[src/rtl/regfile_port_arbiter.sv]
// Two-requester round-robin port onto an 8x16 register file, with a zeroing init sweep after reset or clear.
// Grants are combinational, and read data returns one cycle after the accept. A requester that loses arbitration waits with ready low.
module regfile_port_arbiter #(
  parameter int DATA_W = 16,
  parameter int ADDR_W = 3
) (
  input  logic              clk,
  input  logic              rst,
  input  logic              clear,
  input  logic              a_valid,
  input  logic              a_write,
  input  logic [ADDR_W-1:0] a_addr,
  input  logic [DATA_W-1:0] a_wdata,
  output logic              a_ready,
  output logic              a_rvalid,
  output logic [DATA_W-1:0] a_rdata,
  input  logic              b_valid,
  input  logic              b_write,
  input  logic [ADDR_W-1:0] b_addr,
  input  logic [DATA_W-1:0] b_wdata,
  output logic              b_ready,
  output logic              b_rvalid,
  output logic [DATA_W-1:0] b_rdata,
  output logic              rf_we,
  output logic [ADDR_W-1:0] rf_waddr,
  output logic [DATA_W-1:0] rf_wdata,
  output logic [ADDR_W-1:0] rf_raddr,
  input  logic [DATA_W-1:0] rf_rdata,
  output logic              init_done
);

  localparam logic [1:0] INIT = 2'd0;
  localparam logic [1:0] RUN  = 2'd1;
  localparam logic [ADDR_W-1:0] LAST_ADDR = {ADDR_W{1'b1}};

  logic [1:0]        state;
  logic [ADDR_W-1:0] cnt;
  logic              last_b;
  logic              open;
  logic              gnt_a;
  logic              gnt_b;
  logic              rd_a;
  logic              rd_b;

  // Ready depends only on the valids, the state and last_grant, never on the other ready.
  assign open      = (state == RUN) && !clear;
  assign gnt_a     = open && a_valid && (!b_valid || last_b);
  assign gnt_b     = open && b_valid && (!a_valid || !last_b);
  assign a_ready   = gnt_a;
  assign b_ready   = gnt_b;
  assign rd_a      = gnt_a && !a_write;
  assign rd_b      = gnt_b && !b_write;
  assign init_done = (state == RUN);

  always_comb begin
    rf_we    = 1'b0;
    rf_waddr = '0;
    rf_wdata = '0;
    rf_raddr = '0;
    if (state == INIT) begin
      rf_we    = 1'b1;
      rf_waddr = cnt;
    end else if (gnt_a) begin
      if (a_write) begin
        rf_we    = 1'b1;
        rf_waddr = a_addr;
        rf_wdata = a_wdata;
      end else begin
        rf_raddr = a_addr;
      end
    end else if (gnt_b) begin
      if (b_write) begin
        rf_we    = 1'b1;
        rf_waddr = b_addr;
        rf_wdata = b_wdata;
      end else begin
        rf_raddr = b_addr;
      end
    end
    // The state already reads INIT during reset, so the sweep write has to be masked here.
    if (!rst) rf_we = 1'b0;
  end

  always_ff @(posedge clk or negedge rst) begin
    if (!rst) begin
      state  <= INIT;
      cnt    <= '0;
      last_b <= 1'b1;
    end else begin
      case (state)
        INIT: begin
          cnt <= cnt + 1'b1;
          if (cnt == LAST_ADDR) state <= RUN;
        end
        RUN: begin
          if (clear) begin
            state <= INIT;
            cnt   <= '0;
          end else if (gnt_a) begin
            last_b <= 1'b0;
          end else if (gnt_b) begin
            last_b <= 1'b1;
          end
        end
        default: begin
          state <= INIT;
          cnt   <= '0;
        end
      endcase
    end
  end

  always_ff @(posedge clk or negedge rst) begin
    if (!rst) begin
      a_rvalid <= 1'b0;
      a_rdata  <= '0;
      b_rvalid <= 1'b0;
      b_rdata  <= '0;
    end else begin
      a_rvalid <= rd_a;
      b_rvalid <= rd_b;
      if (rd_a) a_rdata <= rf_rdata;
      if (rd_b) b_rdata <= rf_rdata;
    end
  end

endmodule

[config.mk]
export PLATFORM = sky130hd
export DESIGN_NAME = regfile_port_arbiter
export DESIGN_NICKNAME = d
export VERILOG_FILES = /design/src/rtl/regfile_port_arbiter.sv
export SDC_FILE = /design/constraint.sdc
export NUM_CORES = 1
export LEC_CHECK = 0
export ABC_CLOCK_PERIOD_IN_PS = 1840
export BUFFER_PORTS_ARGS = -buffer_cell sky130_fd_sc_hd__buf_2
export CAP_MARGIN = 0
export CORE_ASPECT_RATIO = 1.25
export CORE_MARGIN = 2
export CORE_UTILIZATION = 39
export CTS_BUF_LIST = sky130_fd_sc_hd__clkbuf_2
export DETAILED_ROUTE_END_ITERATION = 10
export GPL_TIMING_DRIVEN = 1
export PLACE_DENSITY = 0.78
export SLEW_MARGIN = 30
export SYNTH_ARGS = -nofsm -noshare
export SYNTH_HDL_FRONTEND = slang
export SYNTH_SLANG_ARGS = --single-unit
[constraint.sdc]
create_clock -name clk -period 1.84 [get_ports clk]
set_clock_uncertainty 0.2 [all_clocks]
set_input_delay 0.184 -clock clk [delete_from_list [all_inputs] [get_ports clk]]
set_output_delay 0.184 -clock clk [all_outputs]
set_load 0.005 [all_outputs]
== Yosys cells after proc, flatten, opt, wreduce, memory -nomap -nowiden ==
Index checks and enable logic that the tools add are counted.

* Bits in registers: 40
* Latch bits: 0
* RAM bits: 0
* ROM bits: 0
* Input port bits: 61
* Output and inout bits: 60
* Word-level logic and storage cells: 60
* Memories: 0

* $add $sub $neg: 1
* Multipliers: 0
* Divide/modulo/power cells: 0
* $lt $le $gt $ge: 0
* Equal/unequal tests: 4
* Shifts and indexed selects: 0
* Mux-type cells: 28
* Bitwise operators: 1
* Reductions and logical operators: 19

{| class="wikitable"
|+ Operators by type and width
! cell !! count
|-
| $mux W16 || 5
|-
| $mux W3 || 11
|-
| $mux W1 || 8
|-
| $logic_and A1 B1 Y1 || 7
|-
| $logic_not A1 Y1 || 6
|-
| $pmux W3 S2 || 1
|-
| $mux W2 || 2
|-
| $pmux W2 S2 || 1
|-
| $add A3 B1 Y3 const B || 1
|-
| $eq A3 B3 Y1 const B || 1
|-
| $reduce_and A3 Y1 || 1
|-
| $eq A2 B1 Y1 const B || 1
|-
| $logic_not A2 Y1 || 1
|-
| $logic_or A1 B1 Y1 || 2
|-
| $ne A2 B1 Y1 const B || 1
|-
| $ne A2 B2 Y1 const B || 1
|-
| $reduce_and A2 Y1 || 1
|-
| $reduce_bool A2 Y1 || 1
|-
| $not A1 Y1 || 1
|}

== Depth between registers and ports, before layout ==
* Depth after elaboration: 8
* Depth in mapped cells: 5
* Depth with buffers taken out: 4

== Worst setup path before layout ==
OpenSTA, ideal clock, no wires.

* Kind: reg-to-reg
* From: reg last_b
* To: reg a_rdata[0]
* Library setup time: 0.125 ns
* Arrival: 1.633 ns
* Data required time: 1.515 ns
* Setup slack: -0.118 ns
* Stages on the path, launching flop included: 6
* Buffers on the path: 1
* Period minus slack after synthesis: 1.958 ns
* Cells stage by stage: dfstp_2 -> nor2b_2 -> or4_4 -> buf_6 -> inv_1 -> mux2_2

* Longest elaborated chain between the ends: 3

{| class="wikitable"
|+ RTL lines
! item !! RTL line !! source
|-
| start, declared || 38 || <nowiki>logic last_b;</nowiki>
|-
| start signal, assigned || 88 || <nowiki>last_b <= 1'b1;</nowiki>
|-
| start signal, assigned || 100 || <nowiki>last_b <= 1'b0;</nowiki>
|-
| start signal, assigned || 102 || <nowiki>last_b <= 1'b1;</nowiki>
|-
| $logic_or A1 B1 Y1 || 47 || <nowiki>assign gnt_a = open && a_valid && (!b_valid || last_b);</nowiki>
|-
| $logic_and A1 B1 Y1 || 47 ||
|-
| $logic_and A1 B1 Y1 || 51 || <nowiki>assign rd_a = gnt_a && !a_write;</nowiki>
|-
| named net rd_a || 42 || <nowiki>logic rd_a;</nowiki>
|-
| end signal, assigned || 122 || <nowiki>if (rd_a) a_rdata <= rf_rdata;</nowiki>
|-
| end, declared || 16 || <nowiki>output logic [DATA_W-1:0] a_rdata,</nowiki>
|}

The timed path passes the listed nets, and every way through them passes these cells.
A chain may end at the register's enable or synchronous reset.

== Worst setup path after layout ==
* From: reg last_b
* To: out rf_raddr[2]

* Longest elaborated chain between the ends: 6
* Elaborated cells between the ends (all ways): 8
* Classes of those cells: 3 x mux; 5 x reduce/logical

{| class="wikitable"
|+ RTL lines
! item !! RTL line !! source
|-
| $logic_not A1 Y1 || 48 || <nowiki>assign gnt_b = open && b_valid && (!a_valid || !last_b);</nowiki>
|-
| $logic_or A1 B1 Y1 || 48 ||
|-
| $logic_and A1 B1 Y1 || 48 ||
|-
| $mux W3 || 71 || <nowiki>end else if (gnt_b) begin</nowiki>
|-
| $mux W3 (*) || 63 || <nowiki>end else if (gnt_a) begin</nowiki>
|-
| $mux W3 (*) || 60 || <nowiki>if (state == INIT) begin</nowiki>
|-
| end, declared || 27 || <nowiki>output logic [ADDR_W-1:0] rf_raddr,</nowiki>
|}

Mark *: on every way between the ends. The rest lies on a longest branch, timed or not.

==> reports/metrics.yaml <==
worst_setup_path:
  endpoint_kind: "output port"
  crit_path_top_delay_cell: "dfstp_2"
  critPathKind: "flip-flop to output port"
  reg2reg_from: "last_b$_DFFE_PN1P_"
  cp_cell_sequence: "nor2b_2 -> or4_4 -> inv_4 -> a22o_1 -> buf_2"
  critPathTopFamily: "flip-flops"
  crit_arrival_ps: 1860
  required_ps: 1460
  crit_start: "last_b$_DFFE_PN1P_"
  slowest_delay_ps: 600
  cp_max_fo: 4
  path_buf_inv: 2
  worstSetupStartpointType: "flip-flop"
grt:
  grt_max_degree: 40
  grt_pass1_vias: 1698
  overflow: 0
  grtUsageTotal: 0.199
  grt_pass1_wl_um: 8030
  antenna_found_initial: 0
synth:
  yosys_warnings: 0
  ys.flop_type: "dfrtp_1"
  netlist.area_leader.share: 0.519
  syn_area_um2: 1830
  synthesis.nets: 196
  synth_seq_area_share: 0.533
  async_flop_share: 1.00
  synthTopCellsByArea: "dfrtp_1 52%, mux2_2 14%, a22o_1 9.1%"
  syn_area_per_cell_um2: 13.8
  yosysTopAreaCell: "dfrtp_1"
  ys_seq_elements: 39
  synth_cell_type_count: 28
  syn_inst: 133
  synth_edf_count: 0
sta:
  hold_viol: 1
  fin_tns_setup_ps: -13300
  slew_violations: 0
  worst_pin_slew_ps: 473
  finalCriticalPeriod_ps: 2240
  grt_setup_unrepaired: "yes"
  slew_headroom: 0.685
  finalCritPeriodShare: 1.22
  setup_viol: 40
  hold_slack_ps: -32.5
  fin_ws_ps: -400
  max_freq_mhz: 446
clock_network:
  clkLatencyLatePin_ps: 360
  htreeDepth: 2
  cts_buffer_depth: 2
  numClockSinks: 39
  cts_buffers: 5
  cts.clk_slew.worst_paths_ps: 190
  clock-root-buffer: "clkbuf_2"
  holdBufCountCts: 19
  cts_tree: "done"
drt:
  drc: 0
  via_per_inst: 4.94
  vias: 1689
  initialDrtViolationCount: 70
  routed_wl_um: 5090
  antenna_left: 0
  post_drt_wl_per_cell_um: 14.9
  dr.pass1.iters: 4
power:
  internal-power_mw: 2.12
  leakagePower_nw: 1.57
  p_clk_frac: 0.110
  power_mw: 3.11
  irDropWorstVdd_uv: 350
  powerDensity_nw_per_um2: 1090
  swShare: 0.318
  p_sw_mw: 0.988
  combPwrFrac: 0.425
  seq_power_share: 0.466
final_layout:
  post-route-cell-area_um2: 2840
  nNetsFinal: 346
  fillers: 389
  drive_above_1_share: 0.634
  diodes: 0
  syn2layout_area_growth_pct: 54.9
  final_core_util: 0.637
placement:
  gp_congestion: 0.820
  place_area_um2: 2550
  hpwl_um: 3810
  io_buffers: 120
run_status:
  status: "finished with violations"
  violations: "negative hold slack, negative setup slack"
die:
  coreArea_um2: 4460
  row_count: 27
  fp.dieH_um: 80.7
  die_w_um: 65.3
  die-area_um2: 5270
  initial_core_util: 0.411
  ios: 121
min_path:
  min_path_type: "input pin to flip-flop"
  min_from: "b_write"
flow_run:
  max_cap_violations: 0
-- worst register-to-register path: stages (launching register included) --
cell,delay (ps)
dfstp_2,600
nor2b_2,70
or4_4,510
buf_4,160
buf_6,110
buf_12,140
mux2_4,300
-- power groups by stage --
stage          logic, mW  registers (mW)  clock network (mW)
5_1_grt             1.47            1.50               0.408
4_1_cts             1.32            1.44               0.356
6_report            1.32            1.45               0.341
2_1_floorplan      0.626            1.47                   0
3_5_place_dp        1.28            1.46                   0
3_3_place_gp        1.24            1.43                   0
-- flip-flops by register name (all words and copies together), names as in the netlist --
signal and cells:
a_rdata 16, state 1, b_rdata 16, last_b 1, b_rvalid 1, a_rvalid 1
cnt 3
-- placed cells by master (no fill, tap or decap), drive strengths merged --
master and instances:
or4 1, a221o 3, nor2b 5, clkbuf 5, dfstp 1, clkinvlp 1, a21bo 1, ha 2
nand2 4, dlygate4sd3 19, buf 132, nor4b 1, nand2b 1, clkinv 2, mux2 32, o21a 1
o21ai 4, nor2 1, dfrtp 38, a21oi 1, a31oi 1, nor3 3, o31ai 1, inv 5
a22o 19
-- area by class of cell --
class,instances,area [um2],share of cell area
Sequential cell,39,977,0.344
Timing Repair Buffer,151,926,0.326
Multi-Input combinational cell,81,803,0.283
Tap cell,58,72.6,0.0256
Clock buffer,5,25.0,0.00881
Inverter,5,21.3,0.00749
Clock inverter,3,15.0,0.00529
-- metrics by stage --
step,std cells,setup WS (ps)
floorplan,133,-106
global placement,311,-89.9
detailed placement,311,-123
CTS,341,-445
global route,342,-525
finish,342,-400
-- metal layers --
metal | up-vias | GRT usage | share of wire
li1 | 792 | - | -
met1 | 803 | 0.238 | 0.39
met2 | 86 | 0.350 | 0.52
met3 | 8 | 0.0476 | 0.079
met4 | 0 | 0.0646 | 0.017
met5 | - | 0 | 0
-- timing repair --
item | 4_1_cts | 5_1_grt
setup endpoints to repair | 40 | 57
hold endpoints to repair | 73 | 2
gates resized for setup | 1 | 4
buffers inserted | 3 | 1
pin swaps | 2 | 1
cloned | 0 | 0
-- Yosys cell counts (2+ instances only) --
master    count
a221o_1       3
a22o_1       19
buf_2         2
clkbuf_1      3
dfrtp_1      38
ha_1          2
inv_1         5
mux2_2       22
mux2_4       10
nand2_1       4
nor2b_1       4
nor3_1        2
o21ai_0       4
-- final timing paths --
path,end,slack [ps],cells after the start
max,rf_raddr[2],-400,5
min,b_rvalid$_DFF_PN0_,-30,3
max reg2reg,a_rdata[14]$_DFFE_PN0P_,-340,6
min reg2reg,cnt[0]$_DFFE_PN0P_,320,1
max in group asynchronous,last_b$_DFFE_PN1P_,850,3
min in group asynchronous,a_rdata[3]$_DFFE_PN0P_,240,3
-- logic make-up (layout without fill, tap and decap cells) --
kind of cell / Yosys count / count (layout) / synth area share
flops: 39 / 39 / 0.533
mux: 32 / 32 / 0.217
fa+ha+maj: 2 / 2 / 0.0136
compound gates: 31 / 31 / 0.138
simple gates: 16 / 16 / 0.0553
buf+inv: 13 / 164 / 0.0430
No activity file was read; power rests on OpenSTA's default activity.
